### src/rtl/regfile_wb_arbiter.sv
// Writeback arbiter for the single register-file write port.
// req0 (ALU) and req1 (LSU) compete through valid/ready handshakes. The
// granted request is registered onto the RegFile port one cycle later. A
// busy scoreboard tracks registers that still have a pending write.
module regfile_wb_arbiter #(
  parameter int AW       = 4,
  parameter int DW       = 32,
  parameter int ARB_MODE = 0
) (
  input  logic                 clk,
  input  logic                 rst,
  input  logic                 req0_valid,
  output logic                 req0_ready,
  input  logic [AW-1:0]        req0_addr,
  input  logic [DW-1:0]        req0_data,
  input  logic [1:0]           req0_op,
  input  logic                 req1_valid,
  output logic                 req1_ready,
  input  logic [AW-1:0]        req1_addr,
  input  logic [DW-1:0]        req1_data,
  input  logic [1:0]           req1_op,
  input  logic                 sb_set,
  input  logic [AW-1:0]        sb_addr,
  output logic [(1<<AW)-1:0]   sb_busy,
  output logic [AW-1:0]        rf_waddr,
  output logic [DW-1:0]        rf_wdata,
  output logic [1:0]           rf_wen,
  output logic [15:0]          wr_count
);
  localparam int NREG = 1 << AW;

  typedef struct packed {
    logic [AW-1:0] addr;
    logic [DW-1:0] data;
    logic [1:0]    op;
  } wbReq_t;

  logic   lastGrant;  // 1 = req1 was granted last, so req0 wins the next tie
  logic   grant0, grant1, xfer, doWrite;
  wbReq_t selReq;
  logic [DW-1:0] selData;

  // Grant selection; ready is held low during reset so nothing is consumed
  always_comb begin
    grant0 = 1'b0;
    grant1 = 1'b0;
    if (!rst) begin
      if (req0_valid && !req1_valid)       grant0 = 1'b1;
      else if (!req0_valid && req1_valid)  grant1 = 1'b1;
      else if (req0_valid && req1_valid) begin
        if (ARB_MODE == 1 || lastGrant)    grant0 = 1'b1;
        else                               grant1 = 1'b1;
      end
    end
  end

  assign req0_ready = grant0;
  assign req1_ready = grant1;
  assign xfer       = grant0 | grant1;

  // Mux the winner and resolve the constant-data op codes
  always_comb begin
    selReq = grant1 ? '{addr: req1_addr, data: req1_data, op: req1_op}
                    : '{addr: req0_addr, data: req0_data, op: req0_op};
    case (selReq.op)
      2'b01:   selData = {{(DW-1){1'b0}}, 1'b1};
      2'b10:   selData = '0;
      default: selData = selReq.data;
    endcase
    doWrite = xfer && (selReq.op != 2'b00);
  end

  // Registered write port; a no-op transfer behaves like an idle cycle
  always_ff @(posedge clk) begin
    if (rst) begin
      rf_wen   <= 2'b00;
      rf_waddr <= '0;
      rf_wdata <= '0;
    end else begin
      rf_wen <= doWrite ? selReq.op : 2'b00;
      if (doWrite) begin
        rf_waddr <= selReq.addr;
        rf_wdata <= selData;
      end
    end
  end

  // Round-robin pointer moves only on an accepted transfer
  always_ff @(posedge clk) begin
    if (rst)       lastGrant <= 1'b1;
    else if (xfer) lastGrant <= grant1;
  end

  // Scoreboard: a committed write clears its bit, a new producer re-sets it
  always_ff @(posedge clk) begin
    if (rst) begin
      sb_busy <= '0;
    end else begin
      for (int i = 0; i < NREG; i++) begin
        if (sb_set && sb_addr == AW'(i))                sb_busy[i] <= 1'b1;
        else if (doWrite && selReq.addr == AW'(i))      sb_busy[i] <= 1'b0;
      end
    end
  end

  // Committed-write counter, wraps naturally at 16 bits
  always_ff @(posedge clk) begin
    if (rst)          wr_count <= '0;
    else if (doWrite) wr_count <= wr_count + 16'd1;
  end
endmodule

### config.mk
export PLATFORM = sky130hd
export DESIGN_NAME = regfile_wb_arbiter
export DESIGN_NICKNAME = d
export VERILOG_FILES = /design/src/rtl/regfile_wb_arbiter.sv
export SDC_FILE = /design/constraint.sdc
export NUM_CORES = 1
export LEC_CHECK = 0
export BUFFER_PORTS_ARGS = -buffer_cell sky130_fd_sc_hd__buf_2
export CORE_ASPECT_RATIO = 0.7
export CORE_MARGIN = 1.5
export CORE_UTILIZATION = 44
export CTS_CLUSTER_SIZE = 12
export DETAILED_ROUTE_END_ITERATION = 8
export PLACE_DENSITY = 0.76
export SETUP_SLACK_MARGIN = 0.15
export SLEW_MARGIN = 20
export SYNTH_ARGS = -nofsm -noshare
export SYNTH_HDL_FRONTEND = slang
export SYNTH_SLANG_ARGS = --single-unit
### constraint.sdc
create_clock -name clk -period 2.9 [get_ports clk]
set_input_delay 0.58 -clock clk [delete_from_list [all_inputs] [get_ports clk]]
set_output_delay 0.58 -clock clk [all_outputs]
set_load 0.01 [all_outputs]
Yosys cells after proc, flatten, opt, wreduce, memory -nomap -nowiden --
Cells that the tools add are included.
Cells by class: eq/ne operators 32, bitwise operators 2, muxes and demuxes 44, reductions and logical operators 58, add/sub/neg operators 1
Operator list (count):
- 4-bit == test, second input constant | 16
- 32-bit one-hot mux with 2 select lines | 1
- 1-bit 2-to-1 mux | 42
- 38-bit 2-to-1 mux | 1
- 1-bit logical AND | 36
- 2-bit nonzero test | 17
- 4-bit by 3-bit == test with 1-bit output, second input constant | 8
- 16-bit by 1-bit adder with 16-bit output, second input constant | 1
- 4-bit by 2-bit == test with 1-bit output, second input constant | 4
- 4-bit by 1-bit == test with 1-bit output, second input constant | 2
- 4-bit zero test | 2
- 2-bit by 1-bit == test with 1-bit output, second input constant | 1
- 2-bit == test, second input constant | 1
- 1-bit zero test | 2
- 2-bit OR reduction | 1
- 1-bit NOT | 1
- 1-bit bitwise OR | 1
Word-level totals: input bits 85, word-level logic and storage cells 158, flip-flop bits (word level) 71

Logic depth before layout (Yosys ltp) --
word-level depth 11, gate-level depth with buffers 12, mapped depth without buffers 8

Least setup slack after synthesis --
No wires, ideal clock.
path type input -> register, start point input port rst, end point register wr_count[15], data arrival time 2.894 ns, path slack -0.115 ns, required time 2.779 ns, cell stages on the path 11, path through buf_6 nor2b_1 buf_2 nand2_1 mux2i_1 ha_1 or2_1 buf_6 or4_4 nor3_1 mux2_2
On the way: cells in the longest elaborated chain, start to end 4, elaborated cells between the ends (all ways) 6, those cells by class mux (3); bitwise (1); reduce/logical (2)
Ends and longest elaborated chain:
- from (decl) | line 11 | input logic rst,
- 1-bit 2-to-1 mux | line 47 | if (!rst) begin
- 38-bit 2-to-1 mux | line 63 | selReq = grant1 ? '{addr: req1_addr, data: req1_data, op: req1_op}
- 2-bit nonzero test | line 70 | doWrite = xfer && (selReq.op != 2'b00);
- 1-bit logical AND | line 70
- to (signal assigned) | line 109 | else if (doWrite) wr_count <= wr_count + 16'd1;
- to (decl) | line 28 | output logic [15:0] wr_count
Parallel ways exist; a longest one is shown, timed or not. A chain may end at the register's enable or synchronous reset.

Worst setup path in the final report --
start point input port req1_valid, end point register wr_count[1]
On the way: cells in the longest elaborated chain, start to end 8, elaborated cells between the ends (all ways) 16, those cells by class mux (9); bitwise (1); reduce/logical (6)
Ends and longest elaborated chain:
- from (decl) | line 17 | input logic req1_valid,
- 1-bit logical AND | line 50 | else if (req0_valid && req1_valid) begin
- 1-bit 2-to-1 mux | line 50
- 1-bit 2-to-1 mux | line 49 | else if (!req0_valid && req1_valid) grant1 = 1'b1;
- 1-bit 2-to-1 mux | line 48 | if (req0_valid && !req1_valid) grant0 = 1'b1;
- 1-bit 2-to-1 mux | line 47
- 38-bit 2-to-1 mux | line 63
- 2-bit nonzero test | line 70
- 1-bit logical AND * | line 70
Every way passes the cells marked *; elsewhere a longest branch is shown, timed or not.

==> flow_metrics.py <==
metrics = {
    "sta": {
        "hold_ws_ns": 0.447,
        "timing.fmax_mhz": 399,
        "worstMarginPinSlew_ns": 0.737,
        "fin_skew_ns": 0.00488,
        "min_period_ns": 2.51,
        "timing.final.crit_share": 0.864,
        "fin_tns_setup_ns": 0,
        "setup_viol": 0,
        "slew_headroom": 0.507,
        "rsz0062_at_grt": "false",
        "drv_slew": 0,
        "hold_violations": 0,
    },
    "cts": {
        "cts_htree_levels": 3,
        "post_cts_resized": 0,
        "clk_latency_ns": 0.33,
        "cts_setup_buffers": 0,
        "clock-sinks": 71,
        "cts.path.max_buffers": 2,
        "clkTransAtPathRegs_ns": 0.06,
        "cts_tree": "done",
        "cts_inserted_buffers": 9,
        "hold_buffers": 0,
        "cts_root_buf": "clkbuf_16",
    },
    "synthesis": {
        "syn_area_um2": 3740,
        "yosys_warnings": 0,
        "synthesis.nets": 582,
        "synth-simple-area-share": 0.260,
        "synthAdderAreaFrac": 0.0100,
        "avgSynthCellArea_um2": 7.58,
        "muxShareOfSynthArea": 0.0114,
        "ys_types": 40,
        "synth-seq-area-share": 0.380,
        "synth_compound_area_frac": 0.270,
        "synth-xor-area-share": 0.0164,
        "netlist_instances": 494,
        "synth_top_family_by_area": "compound AO/OA/AOI/OAI gates",
        "synth_seq_cells": 71,
    },
    "place": {
        "finalWeightedCongestion": 0.866,
        "io_buffers": 156,
        "place_inst": 717,
        "hpwl_um": 7940,
    },
    "grt": {
        "grt_pass1_vias": 3813,
        "track_usage": 0.247,
        "grt_overflow": 0,
        "grt_max_degree": 80,
        "grt_pass1_wl_um": 18000,
        "antenna_found_initial": 2,
    },
    "worst_setup_path": {
        "critical_path_class": "primary input to register",
        "worstPathMaxFanout": 31,
        "critPathTopFamily": "simple AND/OR/NAND/NOR gates",
        "cp_data_arrival_time_ns": 2.76,
        "critPathMaxStageDelay_ns": 0.48,
        "worst_path_max_delay_cell": "or2_2",
        "path_buf_inv": 2,
        "worstPathCellList": "buf_2, nor2b_4, nand2_4, mux2i_1, ha_1, or2_1, or2_2, buf_12, nand2_1, a21oi_1",
        "r2r_slack_ns": 0.45,
        "r2r_start": "lastGrant",
        "r2r_end": "wr_count[1]",
        "worst_setup_path_end_kind": "register",
        "worstRegToRegCells": 9,
        "crit_path_start": "req1_valid",
        "start_kind": "primary input",
        "worstPathRequired_ns": 3.15,
    },
    "power_and_ir_drop": {
        "power.density_nw_per_um2": 495,
        "p_total_mw": 2.40,
        "p_leak_nw": 2.20,
        "max-vdd-ir-drop_v": 0.000208,
    },
    "detailed_routing": {
        "post-route-drc-count": 0,
        "antenna_left": 0,
        "viasPerCell": 5.60,
        "dr_total_vias": 4107,
        "drt_iter0_markers": 270,
        "drt_pass1_iterations": 5,
        "routed_wl_um": 11100,
        "wl_per_cell_um": 15.2,
    },
    "floorplanning": {
        "core-area_um2": 8040,
        "dieArea_um2": 9080,
        "pin_count": 157,
        "dieHeight_um": 80.2,
        "die_width_um": 113,
        "rows": 27,
        "start_util": 0.466,
    },
    "layout": {
        "final_core_util": 0.603,
        "stdcell_count": 733,
        "area_delta_synth_final_pct": 29.5,
        "drive_gt1_frac": 0.300,
        "num-nets-final": 715,
    },
    "status": {
        "status": "completed",
    },
    "min_path": {
        "holdPathEnd": "rf_wdata[6]",
        "holdCritStartpoint": "rf_wdata[6]",
        "hp-class": "register to register",
        "hold_path_depth": 2,
    },
    "job": {
        "drv_cap": 0,
    },
}
[per-layer routing]
metal	vias to the layer above	wire length, um	GRT usage
met1	1856	4970	0.315
met2	175	5010	0.398
met4	2	257	0.0988
met5	-	12	0
met3	34	882	0.0702
li1	2040	-	-
[power by group]
part	internal [mW]	leakage, nW	switching [mW]
Sequential	1.01	0.576	0.0216
Clock	0.593	0.131	0.402
Combinational	0.146	1.49	0.225
Total	1.75	2.20	0.648
[state kept, by name (all words and copies together) (netlist names)]
name,flops
lastGrant,1
rf_waddr,4
rf_wen,2
rf_wdata,32
sb_busy,16
wr_count,16
[tightest hold or removal path, delay by kind of cell, from the launching register on]
kind | cells | cell delay [ns]
compound gates | 1 | 0.05
flops | 1 | 0.30
simple gates | 1 | 0.05
[cells in the final DEF, fill, tap and decap left out, drive strengths merged, types with 3 or more instances in the layout]
cell type  instances
a211oi             7
a21boi            31
a21oi             60
a311oi             5
and2               3
and3              32
buf              164
clkbuf            11
clkinv             3
dfxtp             71
ha                 3
inv                7
nand2             53
nand2b             6
nand3              8
nand4             18
nor2              37
nor2b              9
nor3               6
nor4               4
o21ai             49
o31ai              9
o41ai              6
or3                7
xnor2              6
[stage by stage]
| step | cell area (um^2) | setup slack [ns] |
|---|---|---|
| global route | 4850 | 0.198 |
| detailed placement | 4580 | 0.0735 |
| floorplan | 3760 | 0.180 |
| CTS | 4850 | 0.392 |
| finish | 4850 | 0.395 |
| global placement | 4580 | 0.189 |
[worst max-delay path by stage]
stage	endpoint	cells past startpoint	slack, ns
CTS	wr_count[1]	10	0.39
global route	rf_wdata[19]	10	0.20
finish	wr_count[1]	10	0.39
floorplan	wr_count[15]	11	0.18
global placement	rf_wdata[0]	10	0.19
detailed placement	wr_count[1]	10	0.07
[Yosys cell counts]
cell      instances  area (um^2)
a211oi_1          7         52.6
a21boi_0         31          233
a21oi_1          60          300
a311oi_1          5         43.8
a31o_2            1         8.76
a31oi_1           1         6.26
and2_1            3         18.8
and3_1           32          200
and4_1            2         17.5
buf_1             1         3.75
buf_2             1         5.00
buf_6             2         22.5
clkbuf_1         38          143
dfxtp_1          71         1420
ha_1              3         37.5
inv_1             7         26.3
mux2_1            1         11.3
mux2_2            1         11.3
mux2i_1           2         20.0
nand2_1          53          199
nand2b_1          6         37.5
nand3_1           8         40.0
nand3b_1          1         7.51
nand4_1          18          113
nor2_1           37          139
nor2b_1           9         56.3
nor3_1            6         30.0
nor3b_1           1         7.51
nor4_1            3         18.8
nor4_2            1         12.5
o21ai_0          49          245
o31ai_1           9         67.6
o41ai_1           6         52.6
or2_1             1         6.26
or2_2             1         6.26
or3_1             7         43.8
or4_1             1         7.51
or4_4             1         11.3
xnor2_1           6         52.6
xor2_1            1         8.76
[cell families after synthesis]
family | count (synthesis)
xor+xnor | 7
mux | 4
simple gates | 191
buf+inv | 49
fa+ha+maj | 3
flops | 71
compound gates | 169
[layout make-up]
cell class / count / area, um^2
Fill cell: 784 / 3190
Multi-Input combinational cell: 374 / 2150
Sequential cell: 71 / 1420
Timing Repair Buffer: 164 / 853
Clock buffer: 11 / 243
Tap cell: 101 / 126
Inverter: 7 / 26.3
Clock inverter: 4 / 22.5
Antenna cell: 1 / 2.50
No activity file was read; power rests on OpenSTA's default activity.
